--- config.mk ---
export PLATFORM = sky130hd
export DESIGN_NAME = cnn_layer_scheduler
export DESIGN_NICKNAME = d
export VERILOG_FILES = /design/src/rtl/cnn_pkg.sv /design/src/rtl/sched_watchdog.sv /design/src/rtl/cnn_layer_scheduler.sv
export SDC_FILE = /design/constraint.sdc
export NUM_CORES = 1
export LEC_CHECK = 0
export ABC_AREA = 1
export BUFFER_PORTS_ARGS = -buffer_cell sky130_fd_sc_hd__buf_2
export CAP_MARGIN = 20
export CORE_UTILIZATION = 62
export DETAILED_ROUTE_END_ITERATION = 12
export PLACE_DENSITY = 0.84
export SETUP_SLACK_MARGIN = 0.4
export SYNTH_ARGS = -nofsm -noshare
export SYNTH_HDL_FRONTEND = slang
export SYNTH_HIERARCHICAL = 1
export SYNTH_SLANG_ARGS = --single-unit
--- constraint.sdc ---
create_clock -name clk -period 5.75 [get_ports clk]
set_clock_uncertainty 0.2 [all_clocks]
set_input_delay 1.15 -clock clk [delete_from_list [all_inputs] [get_ports clk]]
set_output_delay 1.15 -clock clk [all_outputs]
set_load 0.01 [all_outputs]
--- src/rtl/cnn_pkg.sv ---
// cnn_pkg: shared state encoding and default configuration for the CNN layer scheduler
package cnn_pkg;
    typedef enum logic [2:0] {
        S_IDLE,
        S_START,
        S_FEED,
        S_WAIT_DONE,
        S_NEXT,
        S_FINISH,
        S_ERROR
    } sched_state_t;
    localparam int CNN_NUM_LAYERS = 4;
    localparam int CNN_TIMEOUT = 1023;
    // layer 0 consumes one 187-sample ECG window; later layers read on-chip buffers
    localparam int unsigned CNN_FEED_BEATS [CNN_NUM_LAYERS] = '{187, 0, 0, 0};
endpackage

--- src/rtl/sched_watchdog.sv ---
// sched_watchdog: saturating per-layer cycle counter; expired flags the TIMEOUT-th counted cycle
module sched_watchdog #(
    parameter int TIMEOUT = 1023,
    localparam int CW = $clog2(TIMEOUT + 1)
) (
    input  logic clk,
    input  logic rst,
    input  logic clr,
    input  logic en,
    output logic expired
);
    logic [CW-1:0] cnt;
    always_ff @(posedge clk or negedge rst)
        if (!rst) cnt <= '0;
        else cnt <= clr ? '0 : (en && cnt != CW'(TIMEOUT)) ? cnt + 1'b1 : cnt;
    assign expired = en && (cnt >= CW'(TIMEOUT - 1));
endmodule

--- src/rtl/cnn_layer_scheduler.sv ---
// cnn_layer_scheduler: sequences the layer controllers for one inference, feeding external
// samples to layers that consume them and aborting on watchdog expiry or an early done.
module cnn_layer_scheduler
    import cnn_pkg::*;
#(
    parameter int NUM_LAYERS = CNN_NUM_LAYERS,
    parameter int BEAT_W = 8,
    parameter int unsigned FEED_BEATS [NUM_LAYERS] = CNN_FEED_BEATS,
    parameter int TIMEOUT = CNN_TIMEOUT,
    localparam int LW = $clog2(NUM_LAYERS)
) (
    input  logic                  clk,
    input  logic                  rst,
    input  logic                  run,
    output logic                  busy,
    output logic                  done,
    output logic                  err,
    output logic [LW-1:0]         layer_sel,
    output logic [NUM_LAYERS-1:0] layer_start,
    input  logic [NUM_LAYERS-1:0] layer_done,
    output logic [NUM_LAYERS-1:0] feed_valid,
    input  logic                  src_valid,
    output logic                  src_ready
);
    sched_state_t state, state_d;
    logic [BEAT_W-1:0] beats_tab [NUM_LAYERS];
    logic [BEAT_W-1:0] beat_cnt, cur_beats;
    logic busy_d, done_d, err_d;
    logic [LW-1:0] sel_d;
    logic [NUM_LAYERS-1:0] start_d;
    logic cur_done, accept, last_beat, last_layer, wd_exp;

    for (genvar i = 0; i < NUM_LAYERS; i++) begin : g_beats
        if (64'(FEED_BEATS[i]) >= (64'd1 << BEAT_W)) begin : g_range
            $error("FEED_BEATS entry does not fit in BEAT_W bits");
        end
        assign beats_tab[i] = BEAT_W'(FEED_BEATS[i]);
    end

    assign cur_beats  = beats_tab[layer_sel];
    assign cur_done   = layer_done[layer_sel];
    assign src_ready  = state == S_FEED;
    assign accept     = src_ready && src_valid;
    assign last_beat  = accept && (beat_cnt + 1'b1 == cur_beats);
    assign last_layer = layer_sel == LW'(NUM_LAYERS - 1);
    assign feed_valid = accept ? NUM_LAYERS'(1) << layer_sel : '0;

    sched_watchdog #(.TIMEOUT(TIMEOUT)) u_wd (
        .clk     (clk),
        .rst     (rst),
        .clr     (state == S_START),
        .en      (state == S_FEED || state == S_WAIT_DONE),
        .expired (wd_exp)
    );

    always_ff @(posedge clk or negedge rst)
        if (!rst) state <= S_IDLE;
        else state <= state_d;

    // expiry outranks everything; a done that lands with the last beat still counts as complete
    always_comb begin
        state_d = state;
        unique case (state)
            S_IDLE:      state_d = run ? S_START : S_IDLE;
            S_START:     state_d = (cur_beats == '0) ? S_WAIT_DONE : S_FEED;
            S_FEED:      state_d = wd_exp ? S_ERROR : (last_beat && cur_done) ? S_NEXT :
                                   last_beat ? S_WAIT_DONE : cur_done ? S_ERROR : S_FEED;
            S_WAIT_DONE: state_d = wd_exp ? S_ERROR : cur_done ? S_NEXT : S_WAIT_DONE;
            S_NEXT:      state_d = last_layer ? S_FINISH : S_START;
            default:     state_d = S_IDLE;
        endcase
    end

    always_comb begin
        busy_d  = state_d != S_IDLE;
        done_d  = state_d == S_FINISH;
        err_d   = (state_d == S_ERROR) || (err && !(state == S_IDLE && run));
        sel_d   = (state == S_IDLE) ? '0 : (state == S_NEXT && !last_layer) ? layer_sel + 1'b1 : layer_sel;
        start_d = (state_d == S_START) ? NUM_LAYERS'(1) << sel_d : '0;
    end

    always_ff @(posedge clk or negedge rst) begin
        if (!rst) begin
            busy        <= 1'b0;
            done        <= 1'b0;
            err         <= 1'b0;
            layer_sel   <= '0;
            layer_start <= '0;
            beat_cnt    <= '0;
        end else begin
            busy        <= busy_d;
            done        <= done_d;
            err         <= err_d;
            layer_sel   <= sel_d;
            layer_start <= start_d;
            beat_cnt    <= (state == S_START) ? '0 : accept ? beat_cnt + 1'b1 : beat_cnt;
        end
    end
endmodule

* Word level (Yosys, flattened, before mapping)
Index checks and enable logic that the tools add are counted.
Word-level totals: register bits 30, input bits 8, output and inout port bits 14
Cells by class: add/sub/neg operators 3, $lt $le $gt $ge 3, equal/unequal tests 10, shift-type cells 2, multiplexer cells 23, bitwise gates (word level) 1, reductions and logical operators 17
Operator list (count):
- 8-bit 2-to-1 mux | 4
- 3-bit 2-to-1 mux | 7
- 10-bit 2-to-1 mux | 2
- 8-bit binary-select mux with 2-bit select | 1
- 3-bit case mux with 5 select lines | 1
- 10-bit by 1-bit adder with 10-bit output (second input constant) | 1
- 10-bit >= comparator (second input constant) | 1
- 10-bit inequality test (second input constant) | 1
- 3-bit equality test (second input constant) | 3
- 8-bit by 1-bit adder with 8-bit output (second input constant) | 1
- 8-bit equality test | 1
- 1-bit logical AND | 8
- 8-bit logical NOT | 1
- 4-bit 2-to-1 mux | 2
- 1-bit by 2-bit << shifter with 4-bit output (first input constant) | 2
- 3-bit by 1-bit equality test with 1-bit output (second input constant) | 2
- 3-bit by 2-bit equality test with 1-bit output (second input constant) | 2
- 2-bit 2-to-1 mux | 2
- 2-bit nonzero test | 2
- 3-bit >= comparator (second input constant) | 1
- 3-bit logical NOT | 1
- 2-bit by 3-bit < comparator with 1-bit output (second input constant) | 1
- 1-bit 2-to-1 mux | 3
- 2-bit NOT with 3-bit output | 1
- other kinds (6) | 8

* Longest topological paths before layout
depth in word-level cells 12, depth in mapped cells 14, mapped depth without buffers 13

* Modules after synthesis
The synthesis kept the hierarchy.
Modules (own cells, without submodules):
- cnn_layer_scheduler | instances 1, cells each 166, area each 1239.9 sq um, sequential area each 500.5 sq um
- sched_watchdog | instances 1, cells each 90, area each 646.9 sq um, sequential area each 250.2 sq um

* Worst setup path after synthesis
OpenSTA, ideal clock, no wires.
path kind in2out, start point input port src_valid, end point output port feed_valid[0], arrival 1.593 ns, required time 4.400 ns, slack 2.807 ns, cell stages on the path 4, path through inv_1 > nor2_8 > inv_4 > nor2_1
Between the ends: word-level cells in the longest chain between the ends 2
RTL lines:
- start: declaration | RTL line cnn_layer_scheduler.sv:22 | input logic src_valid,
- 1-bit logical AND | RTL line cnn_layer_scheduler.sv:43 | assign accept = src_ready && src_valid;
- 4-bit 2-to-1 mux | RTL line cnn_layer_scheduler.sv:46 | assign feed_valid = accept ? NUM_LAYERS'(1) << layer_sel : '0;
- end: declaration | RTL line cnn_layer_scheduler.sv:21 | output logic [NUM_LAYERS-1:0] feed_valid,
Every way passes these cells.

* Final worst setup path
start point input port src_valid, end point output port feed_valid[2]
The elaborated chain is that of the path after synthesis.

==> impl_metrics.csv <==
group,metric,value,unit
status,violations,"DRC",
route,drt_iter0_drc,87,
power,power,926,µW
logic_synthesis,ys_ff_latch,30,
clocking,ctsLongestPathBuffers,2,
worst_setup_path,criticalPathCategory,"input pin to output pin",
worst_setup_path,worstSetupEndpointType,"output pin",
cells_and_area,finalNetCount,298,
cells_and_area,antenna-diode-count,0,
die,die_w,57.2,µm
clocking,cts_tree,"built",
placed_design,dp_hpwl,2780,µm
worst_setup_path,slowest_stage,"nor2_8",
worst_setup_path,timing.critical_path.buf_inv,4,
logic_synthesis,synthFlopType,"dfrtp_1",
logic_synthesis,synth_edf_count,0,
worst_setup_path,cp_top_family,"buffers and inverters",
grt,gr-usage-all-layers,0.254,
sta,fmax,320,MHz
grt,grt_overflow,0,
logic_synthesis,synth_area_per_cell,7.37,µm²
power,p_leak,0.00113,µW
clocking,postCtsHoldBufs,0,
logic_synthesis,postSynthCellCount,256,
logic_synthesis,synth_cell_types,31,
cells_and_area,area_delta_synth_final,9.75,%
logic_synthesis,syn_nets,271,
die,start_util,0.667,
clocking,clkSinkCount,30,
power,p_per_area,447,nW/µm²
clocking,cts-resized-gates,0,
flow_run,maxCapViolations,0,
grt,grt_max_degree,31,
die,rows,19,
worst_setup_path,cp_common_cell,"buf_2",
sta,whs,0.347,ns
placed_design,port_buffers,21,
die,die-height,57.2,µm
cells_and_area,drive_above_1_share,0.166,
worst_setup_path,required,4.40,ns
sta,setup-violations-final,0,
worst_setup_path,arrival,1.77,ns
route,avgRoutedWirePerCell,11.6,µm
worst_setup_path,crit_fanout,10,
logic_synthesis,yosysWarningCount,6,
route,drtAntennaViolNets,0,
sta,drv_slew,0,
sta,slew_headroom,0.545,
clocking,numCtsBuffers,5,
sta,min_period_over_period,0.543,
sta,fin_tns_setup,0,ns
clocking,post_cts_buffers,0,
worst_setup_path,setup.worst_path.start_class,"input pin",
logic_synthesis,syn_area,1890,µm²
placed_design,globalplace.congestion,0.826,
power,vdd_drop_max,0.000262,V
sta,fin_crit,3.12,ns
clocking,clk_latency,0.33,ns
logic_synthesis,seq_area_frac_synth,0.398,
sta,finalHoldViolations,0,
sta,rsz0062_at_grt,"false",
die,pin_count,22,
route,remaining_drc_errors,2,
route,dr_total_vias,1646,
grt,grt_pass1_vias,1443,
clocking,cts_root_buffer,"clkbuf_4",
status,status,"finished with violations",
worst_setup_path,cpPeakStageDelay,0.16,ns
grt,antenna_found_initial,0,
sta,worst_pin_slew,0.677,ns
route,viasPerCell,5.24,
die,die-area,3270,µm²
clocking,h-tree-depth,2,
die,coreArea,2830,µm²
clocking,clk_pin_slew,0.09,ns
logic_synthesis,async_reset_ff_frac,1.00,
route,wirelength,3640,µm
route,drt-pass1-iter-count,9,
worst_setup_path,critical_path.cell_chain,"buf_2 -> inv_1 -> nor2_8 -> inv_4 -> nor2_1 -> buf_2",
grt,grt_pass1_wl,6310,µm
hold_path,hp-class,"register to register",
==> worst min-delay path, stage by stage, from the launching register on <==
cell,delay (ns)
dfrtp_1,0.38
inv_1,0.06
o22ai_1,0.07
==> Yosys cell counts, types with 2 or more instances <==
cell type / number / area share
nor2_1: 25 / 0.050
nand2_1: 77 / 0.15
nor3_1: 3 / 0.0080
or2_2: 2 / 0.0066
dfrtp_1: 30 / 0.40
o21bai_1: 2 / 0.0080
nor2_4: 3 / 0.018
inv_1: 37 / 0.074
o22ai_1: 4 / 0.013
inv_2: 3 / 0.0060
nand4_1: 12 / 0.040
nand3_1: 21 / 0.056
nand2_2: 3 / 0.0099
nor2_2: 2 / 0.0066
ha_1: 7 / 0.046
xor2_1: 4 / 0.019
o21ai_0: 7 / 0.019
==> final cells by class <==
class,instances,area [µm²]
well taps,31,38.8
flip-flops and latches,30,751
repair buffers,21,105
inverters,42,165
clock buffers,7,45.0
multi-input cells,183,966
fillers,222,758
==> registers in the layout (all words and copies together), names as in the netlist <==
signal and cells:
layer_sel 2, state 3, busy 1, beat_cnt 8, u_wd/cnt 10, err 1
layer_start 4, done 1
==> per-stage QoR <==
| stage | cell area [µm²] | worst slack, ns | util | std cells |
|---|---|---|---|---|
| 2_1_floorplan | 1890 | 2.81 | - | 256 |
| 3_3_place_gp | 2030 | 2.66 | 0.716 | 307 |
| 3_5_place_dp | 2030 | 2.62 | 0.716 | 307 |
| 4_1_cts | 2070 | 2.62 | 0.732 | 314 |
| 5_1_grt | 2070 | 2.56 | 0.732 | 314 |
| 6_report | 2070 | 2.63 | 0.732 | 314 |
==> metal layers <==
layer,global-route usage,routed length [µm],part of all wire
met1,0.347,1780,0.49
met2,0.397,1700,0.47
met3,0.0726,120,0.033
met5,0,0,0
met4,0.0801,39,0.011
==> kinds of logic (layout without fill, tap and decap cells) <==
family	after synthesis	after routing	share of synthesized area
DFF	30	30	0.398
and+or+nand+nor	155	155	0.387
adders and majority gates	7	7	0.0464
xor gates and xnor gates	4	4	0.0186
buffers and inverters	43	70	0.0902
AOI/OAI and AO/OA	17	17	0.0597
==> worst paths after layout <==
| check | from | end | slack (ns) | cells past startpoint |
|---|---|---|---|---|
| setup / recovery | src_valid | feed_valid[2] | 2.63 | 6 |
| hold / removal | err | err | 0.35 | 2 |
| setup reg to reg | state[2] | layer_start[1] | 3.53 | 10 |
| hold reg to reg | err | err | 0.35 | 2 |
| max in group asynchronous | rst | state[1] | 4.29 | 1 |
| min in group asynchronous | rst | beat_cnt[7] | 0.64 | 1 |
==> placed cells by master (no fill, tap or decap), types with 5 or more instances in the layout <==
| master | count |
|---|---|
| inv_1 | 37 |
| clkbuf_4 | 5 |
| dfrtp_1 | 30 |
| buf_2 | 21 |
| nand4_1 | 12 |
| ha_1 | 7 |
| nand2_1 | 77 |
| nand3_1 | 21 |
| o21ai_0 | 7 |
| nor2_1 | 25 |
==> power breakdown <==
| group | switching, µW | internal [µW] |
|---|---|---|
| Clock | 65.9 | 46.0 |
| Sequential | 67.1 | 271 |
| Combinational | 316 | 161 |
| Total | 449 | 477 |
Power figures use the tool's default switching activity.
